<file path="src/rtl/bcd_converter.sv">
// bcd_converter: sequential double-dabble binary to packed BCD,
// saturating at the largest value NUM_DIGITS digits can show.
module bcd_converter #(
  parameter int NUM_DIGITS = 8,
  parameter int BIN_WIDTH  = 27
) (
  input  logic                    Clk,
  input  logic                    Reset_n,
  input  logic                    start,
  input  logic [BIN_WIDTH-1:0]    bin,
  output logic                    busy,
  output logic                    done,
  output logic [4*NUM_DIGITS-1:0] encoded,
  output logic                    ovf
);

  localparam int DW = 4 * NUM_DIGITS;
  localparam int CW = $clog2(BIN_WIDTH + 1);

  function automatic logic [BIN_WIDTH-1:0] max_value();
    logic [BIN_WIDTH+3:0] p;
    p    = '0;
    p[0] = 1'b1;
    for (int i = 0; i < NUM_DIGITS; i++)
      p = p * (BIN_WIDTH+4)'(10);
    return BIN_WIDTH'(p - 1'b1);
  endfunction

  localparam logic [BIN_WIDTH-1:0] MAX_VAL = max_value();

  typedef enum logic [1:0] {
    IDLE,
    CONVERT,
    DONE
  } state_t;

  state_t               state;
  logic [BIN_WIDTH-1:0] sreg;
  logic [DW-1:0]        digits;
  logic [DW-1:0]        adj;
  logic [CW-1:0]        count;
  logic                 ovf_flag;
  logic                 too_big;

  assign too_big = bin > MAX_VAL;

  // every digit adjusted from its pre-shift value, no inter-digit carry
  always_comb begin
    adj = digits;
    for (int k = 0; k < NUM_DIGITS; k++) begin
      if (digits[4*k +: 4] >= 4'd5)
        adj[4*k +: 4] = digits[4*k +: 4] + 4'd3;
    end
  end

  always_ff @(posedge Clk or negedge Reset_n) begin
    if (!Reset_n) begin
      state    <= IDLE;
      sreg     <= '0;
      digits   <= '0;
      count    <= '0;
      ovf_flag <= 1'b0;
      busy     <= 1'b0;
      done     <= 1'b0;
      encoded  <= '0;
      ovf      <= 1'b0;
    end else begin
      done <= 1'b0;
      unique case (state)
        IDLE: begin
          if (start) begin
            sreg     <= too_big ? MAX_VAL : bin;
            ovf_flag <= too_big;
            digits   <= '0;
            count    <= CW'(BIN_WIDTH);
            busy     <= 1'b1;
            state    <= CONVERT;
          end
        end
        CONVERT: begin
          digits <= {adj[DW-2:0], sreg[BIN_WIDTH-1]};
          sreg   <= {sreg[BIN_WIDTH-2:0], 1'b0};
          count  <= count - 1'b1;
          if (count == CW'(1))
            state <= DONE;
        end
        DONE: begin
          encoded <= digits;
          ovf     <= ovf_flag;
          done    <= 1'b1;
          busy    <= 1'b0;
          state   <= IDLE;
        end
        default: state <= IDLE;
      endcase
    end
  end

endmodule

</file>
<file path="config.mk">
export PLATFORM = sky130hd
export DESIGN_NAME = bcd_converter
export DESIGN_NICKNAME = d
export VERILOG_FILES = /design/src/rtl/bcd_converter.sv
export SDC_FILE = /design/constraint.sdc
export NUM_CORES = 1
export LEC_CHECK = 0
export ABC_AREA = 1
export CELL_PAD_IN_SITES_DETAIL_PLACEMENT = 1
export CELL_PAD_IN_SITES_GLOBAL_PLACEMENT = 1
export CORE_ASPECT_RATIO = 1.75
export CORE_MARGIN = 2
export CORE_UTILIZATION = 45
export CTS_CLUSTER_SIZE = 14
export DETAILED_ROUTE_END_ITERATION = 8
export MAX_ROUTING_LAYER = met4
export PLACE_DENSITY = 0.9
export SYNTH_ARGS = -nofsm -noshare
export SYNTH_HDL_FRONTEND = slang
export SYNTH_SLANG_ARGS = --single-unit
</file>
<file path="constraint.sdc">
create_clock -name Clk -period 3.1 [get_ports Clk]
set_input_delay 0.93 -clock Clk [delete_from_list [all_inputs] [get_ports Clk]]
set_output_delay 0.93 -clock Clk [all_outputs]
set_load 0.005 [all_outputs]
</file>
======== Word-level counts from Yosys, hierarchy flattened ========
Cells that the tools add are included.
storage, ports and cells
  register bits after elaboration ......... 102
  bits of input ports ..................... 30
  output and inout port bits .............. 35
  word-level logic and storage cells ...... 60
operators by class
  add/sub/neg operators ................... 9
  order comparisons ....................... 9
  eq/ne operators ......................... 5
  multiplexer cells ....................... 21
  reductions and logical operators ........ 7
operators with widths
  cell                  count
  $pmux 32 s2           1
  $mux 27               2
  $pmux 27 s2           1
  $ge 4x3->1 const B    8
  $mux 32               1
  $add 4x2->4 const B   7
  $mux 4                7
  $gt 27x27->1 const B  1
  $pmux 5 s2            1
  $reduce_and 2->1      4
  $eq 5x1->1 const B    1
  $mux 5                1
  $sub 5x1->5 const B   1
  $mux 2                2
  $ne 2x2->1 const B    2
  $pmux 2 s2            1
  $reduce_bool 2->1     2
  $add 3x2->3 const B   1
  $mux 3                1
  $eq 2x1->1 const B    1
  $eq 2x2->1 const B    1
  $logic_not 2->1       1
  $mux 1                2
  $pmux 1 s2            1

======== Logic depth before layout (Yosys ltp) ========
Gate-level depths: netlist of run 1.
  word-level depth ........................ 4
  gate-level depth with buffers ........... 11
  depth with buffers taken out ............ 11

======== Worst setup path after synthesis of run 1 ========
Ideal clock, no wire load.
  path kind ............................... input port to flip-flop
  start ................................... in bin[11]
  end ..................................... reg sreg[20]
  setup time .............................. 130 ps
  arrival time ............................ 1,756 ps
  required time ........................... 2,970 ps
  path slack .............................. 1,214 ps
  stages on the path ...................... 9
  path buffers ............................ 1
  cells stage by stage .................... nor2_1 > nand2_1 > nor2_2 > inv_1 > nor2_2 > nand2_2 > nand3_4 > buf_12 > nand2_2
on the way
  longest elaborated chain between the ends .. 4
ends and longest elaborated chain
  what                  RTL line  RTL
  start, declared       10        input logic [BIN_WIDTH-1:0] bin,
  $gt 27x27->1          45        assign too_big = bin > MAX_VAL;
  $mux 27               72        sreg <= too_big ? MAX_VAL : bin;
  $mux 27               71        if (start) begin
  $pmux 27 s2           69        unique case (state)
  end signal, assigned  72
  end signal, assigned  82        sreg <= {sreg[BIN_WIDTH-2:0], 1'b0};
  end, declared         38        logic [BIN_WIDTH-1:0] sreg;
No other way between the ends. The select of a mux whose other input is x is not followed.
A chain may end at the register's enable or synchronous reset.

======== Worst setup path after layout of run 1 ========
  start ................................... in bin[9]
  end ..................................... reg ovf_flag
on the way
  longest elaborated chain between the ends .. 1
ends and longest elaborated chain
  what                  RTL line  RTL
  $gt 27x27->1          45
  end signal, assigned  73        ovf_flag <= too_big;
  end, declared         42        logic ovf_flag;
No other way between the ends.

==> results.ini, run 1 <==
[run_status]
status = completed

[final_layout]
drive_gt1_frac = 0.0778
layout.cells.non_filler = 747
area_growth_pct = 20.3
fillCellCount = 1247
diodes = 0
fin_nets = 662

[floorplan]
dieHeight_um = 142
num_io_pins = 65
fp.coreArea_um2 = 10700
fp.dieW_um = 83.1
num_rows = 50
dieArea_um2 = 11800
start_util = 0.460

[power_and_ir_drop]
swShare = 0.410
p_comb_frac = 0.430
max-vdd-ir-drop_v = 0.000413
seqPwrFrac = 0.389
p_total_uw = 5670
leakagePower_uw = 0.00284
clockPowerShare = 0.181
p_int_uw = 3350
switchingPower_uw = 2330
power_density_nw_per_um2 = 957

[timing]
tightestPinTransition_ns = 0.633
skew_ns = 0.0100
hold_viol = 0
whs_ns = 0.487
max_slew_margin = 0.578
fmaxAchievable_mhz = 435
tns_ns = 0
slew_viol_final = 0
period_minus_slack_ns = 2.30
rsz0062_at_grt = no
finalSetupViolations = 0
min_period_over_period = 0.741

[synth]
yosysMostFrequentCell = nand2_1
avgSynthCellArea_um2 = 8.91
dominantRegCellSynth = dfrtp_1
ys_seq_area_frac = 0.518
synth_top_cell_area_share = 0.518
synthCells = 553
synth_nets = 601
ys_top_cells_by_area = dfrtp_1, nand2_1, o21ai_0
synthTopCellsByCount = nand2_1, dfrtp_1, o21ai_0
synth_edf_count = 0
async_flop_share = 1.00
yosys_warnings = 0
synth_cell_types = 30
syn-cell-area_um2 = 4930
ys_ff_latch = 102
yosysTopAreaCell = dfrtp_1

[clock_tree]
clock-root-buffer = clkbuf_16
cts_setup_buffers = 0
cts_tree = built
numCtsBuffers = 9
clock_path_buffers = 2
clk_latency_ns = 0.35
ctsHtreeMaxLevel = 3
postCtsResizedCells = 0
numClockSinks = 102
clk_pin_slew_ns = 0.06
cts_hold_buf = 0

[worst_setup_path]
timing.rr.end = digits[25]
path_cells = clkdlybuf4s50_1, nor3_1, nand3_1, nor2_1, nand2_2, nand3_4, o21ai_0
end_kind = register
critPathRequiredTime_ns = 3.30
r2r-start = state[1]
path_class = in2reg
critPathArrivalTime_ns = 2.50
start_kind = input pin
slowest_delay_ns = 0.43
regToRegSetupSlack_ns = 1.31
r2r_cells = 6
cp_slowest_cell = clkdlybuf4s50_1
cp_max_fo = 18

[drt]
via_per_inst = 5.57
route.detailed.drc = 0
wl_per_cell_um = 17.5
dr.pass1.iters = 4
finalWirelength_um = 13100
postRouteAntennaNets = 0
drt_iter0_markers = 163
num_vias = 4162

[place]
place_hpwl_um = 9170
gp_congestion = 0.797
port_buffers = 64
dp.cells = 733

[worst_hold_path]
hp-class = reg2reg
min_to = encoded[19]
whs_path_depth = 2
worstHoldStart = encoded[19]

[global_route]
grt_pass1_wl_um = 21900
grt_max_degree = 49
antenna_found_initial = 0
grt_pass1_vias = 4598
overflow = 0
grt_use_total = 0.239

[job]
drv_cap = 0

-- registers in the layout (all words and copies together), names as in the netlist --
| register | cells |
|---|---|
| busy | 1 |
| count | 5 |
| digits | 32 |
| done | 1 |
| encoded | 32 |
| ovf | 1 |
| ovf_flag | 1 |
| sreg | 27 |
| state | 2 |
-- critical path, delay by kind of cell --
family | cells | cell delay (ns)
simple gates | 5 | 0.97
buf+inv | 1 | 0.43
compound gates | 1 | 0.16
-- area by class of cell --
type | instances | area (um2) | share of cell area
clock buffer | 12 | 246 | 0.0416
clock inverter | 2 | 10.0 | 0.00169
inverter | 66 | 250 | 0.0422
multi-input combinational | 362 | 1990 | 0.335
sequential | 102 | 2550 | 0.431
tap | 130 | 163 | 0.0274
timing repair buffer | 73 | 718 | 0.121
-- power groups by stage --
| stage | logic [uW] | registers (uW) | clock network [uW] |
|---|---|---|---|
| finish | 2440 | 2210 | 1030 |
| global placement | 2150 | 2170 | 0 |
| CTS | 2460 | 2200 | 1050 |
| global route | 2750 | 2260 | 1100 |
| detailed placement | 2370 | 2210 | 0 |
| floorplan | 1660 | 2110 | 0 |
-- cells by family (layout without fill, tap and decap cells) --
group | count (synthesis) | count (layout) | synth area share
xor+xnor | 7 | 7 | 0.0124
fa+ha+maj | 18 | 18 | 0.0457
compound gates | 123 | 123 | 0.147
buf+inv | 89 | 153 | 0.0787
flops | 102 | 102 | 0.518
simple gates | 214 | 214 | 0.198
-- worst max path at each step --
| stage | start | endpoint | slack (ns) | cells past startpoint |
|---|---|---|---|---|
| after floorplan | bin[11] | sreg[20] | 1.21 | 9 |
| after global placement | bin[9] | ovf_flag | 0.60 | 7 |
| after detailed placement | bin[9] | ovf_flag | 0.42 | 7 |
| after CTS | bin[9] | ovf_flag | 0.79 | 7 |
| final | bin[9] | ovf_flag | 0.80 | 7 |
| after global routing | bin[9] | ovf_flag | 0.74 | 7 |
-- per-stage QoR --
stage | setup slack [ns] | utilization | cell area, um2
after floorplan | 1.21 | - | 4930
after global placement | 0.605 | 0.530 | 5670
after detailed placement | 0.420 | 0.530 | 5670
after CTS | 0.787 | 0.554 | 5930
after global routing | 0.740 | 0.554 | 5930
final | 0.802 | 0.554 | 5930
-- metal layers --
layer | GRT usage | up-vias | routed length (um) | part of all wire
li1 | - | 1958 | - | -
met3 | 0.0267 | 25 | 280 | 0.021
met5 | - | - | 0 | 0
met4 | 0.0975 | 0 | 310 | 0.024
met2 | 0.473 | 85 | 7720 | 0.59
met1 | 0.229 | 2094 | 4760 | 0.36
-- placed cells by master, fill, tap and decap left out, types with 3 or more instances in the layout --
cell	synthesis	final
nand3_2	9	9
clkdlybuf4s50_1	0	63
clkbuf_16	0	9
nor2_2	5	5
nor2_1	24	24
o21ai_1	5	5
inv_1	62	62
o32ai_1	7	7
nand2_1	119	119
nand3_1	44	44
inv_2	3	3
o21ai_0	75	75
dfrtp_1	102	102
o22ai_1	9	9
a22oi_1	23	23
xor2_1	7	7
nand2_2	6	6
ha_1	18	18
buf_4	1	9
Power figures use the tool's default switching activity.
==> run 2: changes to the inputs <==
--- a/config.mk
+++ b/config.mk
@@ -10,11 +10,11 @@
 export CELL_PAD_IN_SITES_GLOBAL_PLACEMENT = 1
 export CORE_ASPECT_RATIO = 1.75
 export CORE_MARGIN = 2
-export CORE_UTILIZATION = 45
+export CORE_UTILIZATION = 38
 export CTS_CLUSTER_SIZE = 14
 export DETAILED_ROUTE_END_ITERATION = 8
 export MAX_ROUTING_LAYER = met4
-export PLACE_DENSITY = 0.9
+export PLACE_DENSITY = 0.81
 export SYNTH_ARGS = -nofsm -noshare
 export SYNTH_HDL_FRONTEND = slang
 export SYNTH_SLANG_ARGS = --single-unit
==> constraint.sdc (replaced) <==
create_clock -name Clk -period 2.11 [get_ports Clk]
set_input_delay 0.633 -clock Clk [delete_from_list [all_inputs] [get_ports Clk]]
set_output_delay 0.633 -clock Clk [all_outputs]
set_load 0.005 [all_outputs]
==> run 2 against run 1 <==
Final cell count grew 7.4%. First-iteration DRC count is 21% higher. Sequential power grew 46%. Core utilization fell by 7.4 points. Worst hold slack worse by 0.24 ns. Worst setup slack got worse by 0.60 ns. Clock skew shrank 0.0035 ns. Total power is 48% higher. Die area rose by 18%. Flip-flop and latch count is the same. Clock power is 54% higher. Design area increased by 3.7%.
==> results.ini, run 2 (synthesis gave the netlist of run 1 again) <==
[run_status]
status = completed

[power_and_ir_drop]
p_comb_frac = 0.427  ; -0.003
power_density_nw_per_um2 = 1370  ; +43%
leakagePower_uw = 0.00293  ; +3.1%
max-vdd-ir-drop_v = 0.000564  ; +36%
seqPwrFrac = 0.383  ; -0.006
swShare = 0.401  ; -0.00863
p_int_uw = 5020  ; +50%
switchingPower_uw = 3370  ; +45%
clockPowerShare = 0.189  ; +0.008

[clock_tree]
cts_setup_buffers = 0  ; unchanged
cts_tree = built
postCtsResizedCells = 0  ; unchanged
clock_path_buffers = 2  ; unchanged
numCtsBuffers = 9  ; unchanged
cts_hold_buf = 0  ; unchanged
clk_latency_ns = 0.35  ; about the same
ctsHtreeMaxLevel = 3  ; unchanged
clk_pin_slew_ns = 0.07  ; about the same
numClockSinks = 102  ; unchanged
clock-root-buffer = clkbuf_16

[place]
port_buffers = 64  ; unchanged
place_ws_ns = -0.178  ; -0.598 ns
place_hpwl_um = 9210  ; +0.51%
gp_congestion = 0.757  ; -5.1%

[timing]
tightestPinTransition_ns = 0.561  ; -0.0718 ns
skew_ns = 0.00658  ; -0.00347 ns
fmaxAchievable_mhz = 525
whs_ns = 0.245  ; -0.242 ns
min_period_over_period = 0.903
slew_viol_final = 0  ; unchanged
finalSetupViolations = 0  ; unchanged
period_minus_slack_ns = 1.91
hold_viol = 0  ; unchanged
setup_ws_ns = 0.205  ; -0.597 ns
rsz0062_at_grt = no
max_slew_margin = 0.626  ; +0.0478

[final_layout]
seq_area_um2 = 2550  ; unchanged
multi_input_area_um2 = 1990  ; unchanged
layout_commonest_cell = nand2_1
largestRegisters = digits x32, encoded x32, sreg x27
fin_util = 0.480  ; -0.0740
diodes = 0  ; unchanged
layout_common_cells = nand2_1, dfrtp_1, o21ai_0
drive_gt1_frac = 0.101  ; +0.0236
fillCellCount = 1526  ; +22%
area_growth_pct = 24.7
fin_nets = 674  ; +1.8%

[global_route]
antenna_found_initial = 0  ; unchanged
use_met1 = 0.204  ; -0.0254
overflow = 0  ; unchanged
grt_use_met3 = 0.0263  ; -0.000379
grt_pass1_vias = 4527  ; -1.5%
use_met2 = 0.371  ; -0.103
grt_pass1_wl_um = 21400  ; -1.9%
grt-busiest-layer = met2
grt_max_degree = 68  ; +39%
grt_use_total = 0.194  ; -0.0449

[drt]
num_vias = 4116  ; -1.1%
postRouteAntennaNets = 0  ; unchanged
via_per_inst = 5.13  ; -7.9%
finalWirelength_um = 12500  ; -4.1%
dr.pass1.iters = 4  ; unchanged
route.detailed.drc = 0  ; unchanged
drt_iter0_markers = 198  ; +21%
wl_per_cell_um = 15.6  ; -11%

[worst_setup_path]
slowest_delay_ns = 0.52  ; +0.09 ns
critPathArrivalTime_ns = 1.27  ; -1.23 ns
cp_slowest_cell = clkdlybuf4s50_1
worst-path-buf-inv = 1  ; unchanged
cp_top_family = buffers and inverters
end_kind = primary output
critPathRequiredTime_ns = 1.48  ; -1.82 ns
start_kind = register
cp_max_fo = 2  ; -16
path_class = reg2out
path_cells = clkdlybuf4s50_1

[floorplan]
fp.dieW_um = 90.1  ; +8.4%
start_util = 0.385  ; -0.0756
dieHeight_um = 155  ; +8.6%
num_io_pins = 65  ; unchanged
num_rows = 55  ; +10%
fp.coreArea_um2 = 12800  ; +20%
dieArea_um2 = 13900  ; +18%

[worst_hold_path]
hp-class = in2async

[job]
drv_cap = 0  ; unchanged

## run 2: cell count changes in the layout (fill, tap and decap cells not counted), sizes merged
cell      before  now
clkbuf        12   10
buf           10   22
clkinvlp       0    1
inv           66   69
## run 2: final cells by class
type / count / share of cell area
tap: 171 / 0.0348
timing repair buffer: 85 / 0.140
sequential: 102 / 0.415
inverter: 66 / 0.0407
multi-input combinational: 362 / 0.323
clock buffer: 10 / 0.0389
clock inverter: 6 / 0.00713
## run 2: worst register-to-register path: cells and delay by family, from the launching register on
kind            cells  cell delay (ns)
buf+inv             3             0.55
flops               1             0.39
compound gates      2             0.25
simple gates        2             0.23
## run 2: stage by stage
step                TNS [ns]  power [uW]  area (um2)  std cells
finish                     0        8390        6140        802
global placement      -0.597        6450        5860        786
global route               0        9080        6140        802
floorplan                  0        5540        4930        553
CTS                        0        8490        6140        802
detailed placement     -3.07        6810        5860        786
## run 2: layer usage
metal	up-vias	wire, um	part of all wire
li1	1986	-	-
met1	2049	4730	0.38
met2	64	7290	0.58
met3	17	270	0.022
met4	0	232	0.019
met5	-	0	0
## run 2: worst paths after layout
kind,from,end,slack [ns],cells after the start
min reg2reg,encoded[10],encoded[10],0.48,2
min,Reset_n,encoded[18],0.25,1
max reg2reg,state[1],count[4],0.56,7
max,encoded[28],encoded[28],0.20,1
min in group Clk,encoded[10],encoded[10],0.48,2
max in group asynchronous,Reset_n,sreg[0],1.29,2
## run 2: power groups by stage
stage	registers (uW)	logic (uW)	clock network [uW]
global placement	3180	3270	0
detailed placement	3250	3560	0
global route	3310	4080	1690
finish	3220	3590	1590
CTS	3220	3640	1620
floorplan	3100	2440	0
==> run 3: changes to the inputs <==
--- a/config.mk
+++ b/config.mk
@@ -8,7 +8,7 @@
 export ABC_AREA = 1
 export CELL_PAD_IN_SITES_DETAIL_PLACEMENT = 1
 export CELL_PAD_IN_SITES_GLOBAL_PLACEMENT = 1
-export CORE_ASPECT_RATIO = 1.75
+export CORE_ASPECT_RATIO = 2
 export CORE_MARGIN = 2
 export CORE_UTILIZATION = 38
 export CTS_CLUSTER_SIZE = 14
==> run 3 against run 2 <==
Register-to-register slack got worse by 0.15 ns. Core utilization grew 0.77 points. Combinational power down 1%. Flip-flop and latch count unchanged. Critical path type is now in2reg. Routed wire length fell by 2.3%. Worst hold slack worse by 0.014 ns. Largest power group unchanged. Sequential power barely moved. Total power grew 0.55%. Non-clock buffer count rose by 3. First-iteration DRC count fell by 3.5%. Design area is 0.22% higher.
==> results.ini, run 3 (synthesis gave the netlist of run 1 again) <==
[final_layout]
drive_gt1_frac = 0.103  ; +0.00126
fin_util = 0.488  ; +0.00765
layout_commonest_cell = nand2_1
area_growth_pct = 25.0
diodes = 0  ; unchanged
layout_common_cells = nand2_1, dfrtp_1, o21ai_0
fin_nets = 677  ; +0.45%
multi_input_area_um2 = 1990  ; unchanged
largestRegisters = digits x32, encoded x32, sreg x27
seq_area_um2 = 2550  ; unchanged
fillCellCount = 1495  ; -2.0%

[power_and_ir_drop]
leakagePower_uw = 0.00295  ; +0.80%
max-vdd-ir-drop_v = 0.000625  ; +11%
power_density_nw_per_um2 = 1370  ; +0.33%
p_total_uw = 8440  ; +0.55%

[global_route]
grt_pass1_wl_um = 20800  ; -3.2%
grt_pass1_vias = 4445  ; -1.8%
grt_max_degree = 65  ; -4.4%
antenna_found_initial = 0  ; unchanged
overflow = 0  ; unchanged
grt_use_total = 0.191  ; -0.00306

[worst_setup_path]
r2r_cells = 7  ; unchanged
end_kind = register
path_class = in2reg
critPathArrivalTime_ns = 2.12  ; +0.85 ns
cp_max_fo = 18  ; +16
critPathRequiredTime_ns = 2.32  ; +0.84 ns
r2r-start = state[1]
crit_end = ovf_flag
start_kind = input pin
regToRegSetupSlack_ns = 0.41  ; -0.15 ns
critPathLaunch = bin[15]
timing.rr.end = count[3]

[place]
port_buffers = 64  ; unchanged
gp_congestion = 0.801  ; +5.8%
place_hpwl_um = 8790  ; -4.6%

[clock_tree]
cts_setup_buffers = 0  ; unchanged
clk_latency_ns = 0.35  ; about the same
numClockSinks = 102  ; unchanged
postCtsResizedCells = 0  ; unchanged
clk_pin_slew_ns = 0.07  ; about the same
clock-root-buffer = clkbuf_16
ctsHtreeMaxLevel = 3  ; unchanged
cts_hold_buf = 0  ; unchanged
cts_tree = built
numCtsBuffers = 9  ; unchanged
clock_path_buffers = 2  ; unchanged

[timing]
rsz0062_at_grt = no
min_period_over_period = 0.904  ; about the same
slew_viol_final = 0  ; unchanged
tightestPinTransition_ns = 0.554  ; -0.00734 ns
skew_ns = 0.00930  ; +0.00272 ns
max_slew_margin = 0.631  ; +0.00489
period_minus_slack_ns = 1.91  ; +0.00106 ns
hold_viol = 0  ; unchanged
fmaxAchievable_mhz = 525  ; about the same
finalSetupViolations = 0  ; unchanged

[drt]
postRouteAntennaNets = 0  ; unchanged
via_per_inst = 5.22  ; +1.7%
num_vias = 4086  ; -0.73%
route.detailed.drc = 0  ; unchanged
finalWirelength_um = 12200  ; -2.3%
dr.pass1.iters = 4  ; unchanged
wl_per_cell_um = 15.6  ; +0.12%
drt_iter0_markers = 191  ; -3.5%

[floorplan]
num_io_pins = 65  ; unchanged
fp.dieW_um = 84.5  ; -6.2%
dieArea_um2 = 13900  ; +0.14%
start_util = 0.390  ; +0.00526
num_rows = 58  ; +5.5%
fp.coreArea_um2 = 12600  ; -1.3%
dieHeight_um = 165  ; +6.7%

[run_status]
status = completed

[worst_hold_path]
hp-class = in2async

[job]
drv_cap = 0  ; unchanged

==> run 3: where the power goes <==
group | internal [uW] | leakage (uW) | switching, uW | total [uW]
combinational | 1470 | 0.00157 | 2080 | 3540
clock | 979 | 0.000149 | 709 | 1690
sequential | 2720 | 0.00123 | 490 | 3210
total | 5160 | 0.00295 | 3280 | 8440
==> run 3: worst min path at each step <==
| stage | end | from | cells past startpoint |
|---|---|---|---|
| final | encoded[6] | Reset_n | 1 |
| after global routing | encoded[6] | Reset_n | 1 |
| after CTS | encoded[6] | Reset_n | 1 |
| after detailed placement | encoded[11] | encoded[11] | 2 |
| after global placement | count[4] | count[4] | 1 |
| after floorplan | busy | Reset_n | 0 |
==> run 3: per-layer routing <==
layer	GRT usage	vias to the layer above	share of wire
li1	-	1980	-
met1	0.196	2025	0.38
met2	0.366	65	0.58
met3	0.0250	16	0.025
met4	0.0635	0	0.017
met5	-	-	0
==> run 3: critical path: stages <==
cell and delay (ns):
clkdlybuf4s50_1 0.49, nand2_1 0.09, inv_2 0.06, nand2_1 0.05
nor2_2 0.14, inv_1 0.07, nor2_2 0.11, nand2_2 0.09
nand3_4 0.24, o21ai_0 0.14
==> run 3: layout make-up <==
| type | count | area share |
|---|---|---|
| inverter | 66 | 0.0406 |
| clock buffer | 12 | 0.0417 |
| timing repair buffer | 88 | 0.143 |
| tap | 150 | 0.0305 |
| clock inverter | 3 | 0.00711 |
| multi-input combinational | 362 | 0.322 |
| sequential | 102 | 0.415 |
==> run 3: stage by stage <==
step / hold WS, ns / cell area, um2 / worst slack, ns / cells / TNS [ns]
final: 0.232 / 6160 / 0.204 / 783 / 0
after global placement: 0.461 / 5860 / -0.0711 / 768 / -0.965
after CTS: 0.241 / 6160 / 0.186 / 783 / 0
after global routing: 0.260 / 6160 / 0.0372 / 783 / 0
after floorplan: 0.337 / 4930 / 0.521 / 553 / 0
after detailed placement: 0.473 / 5860 / -0.187 / 768 / -3.02
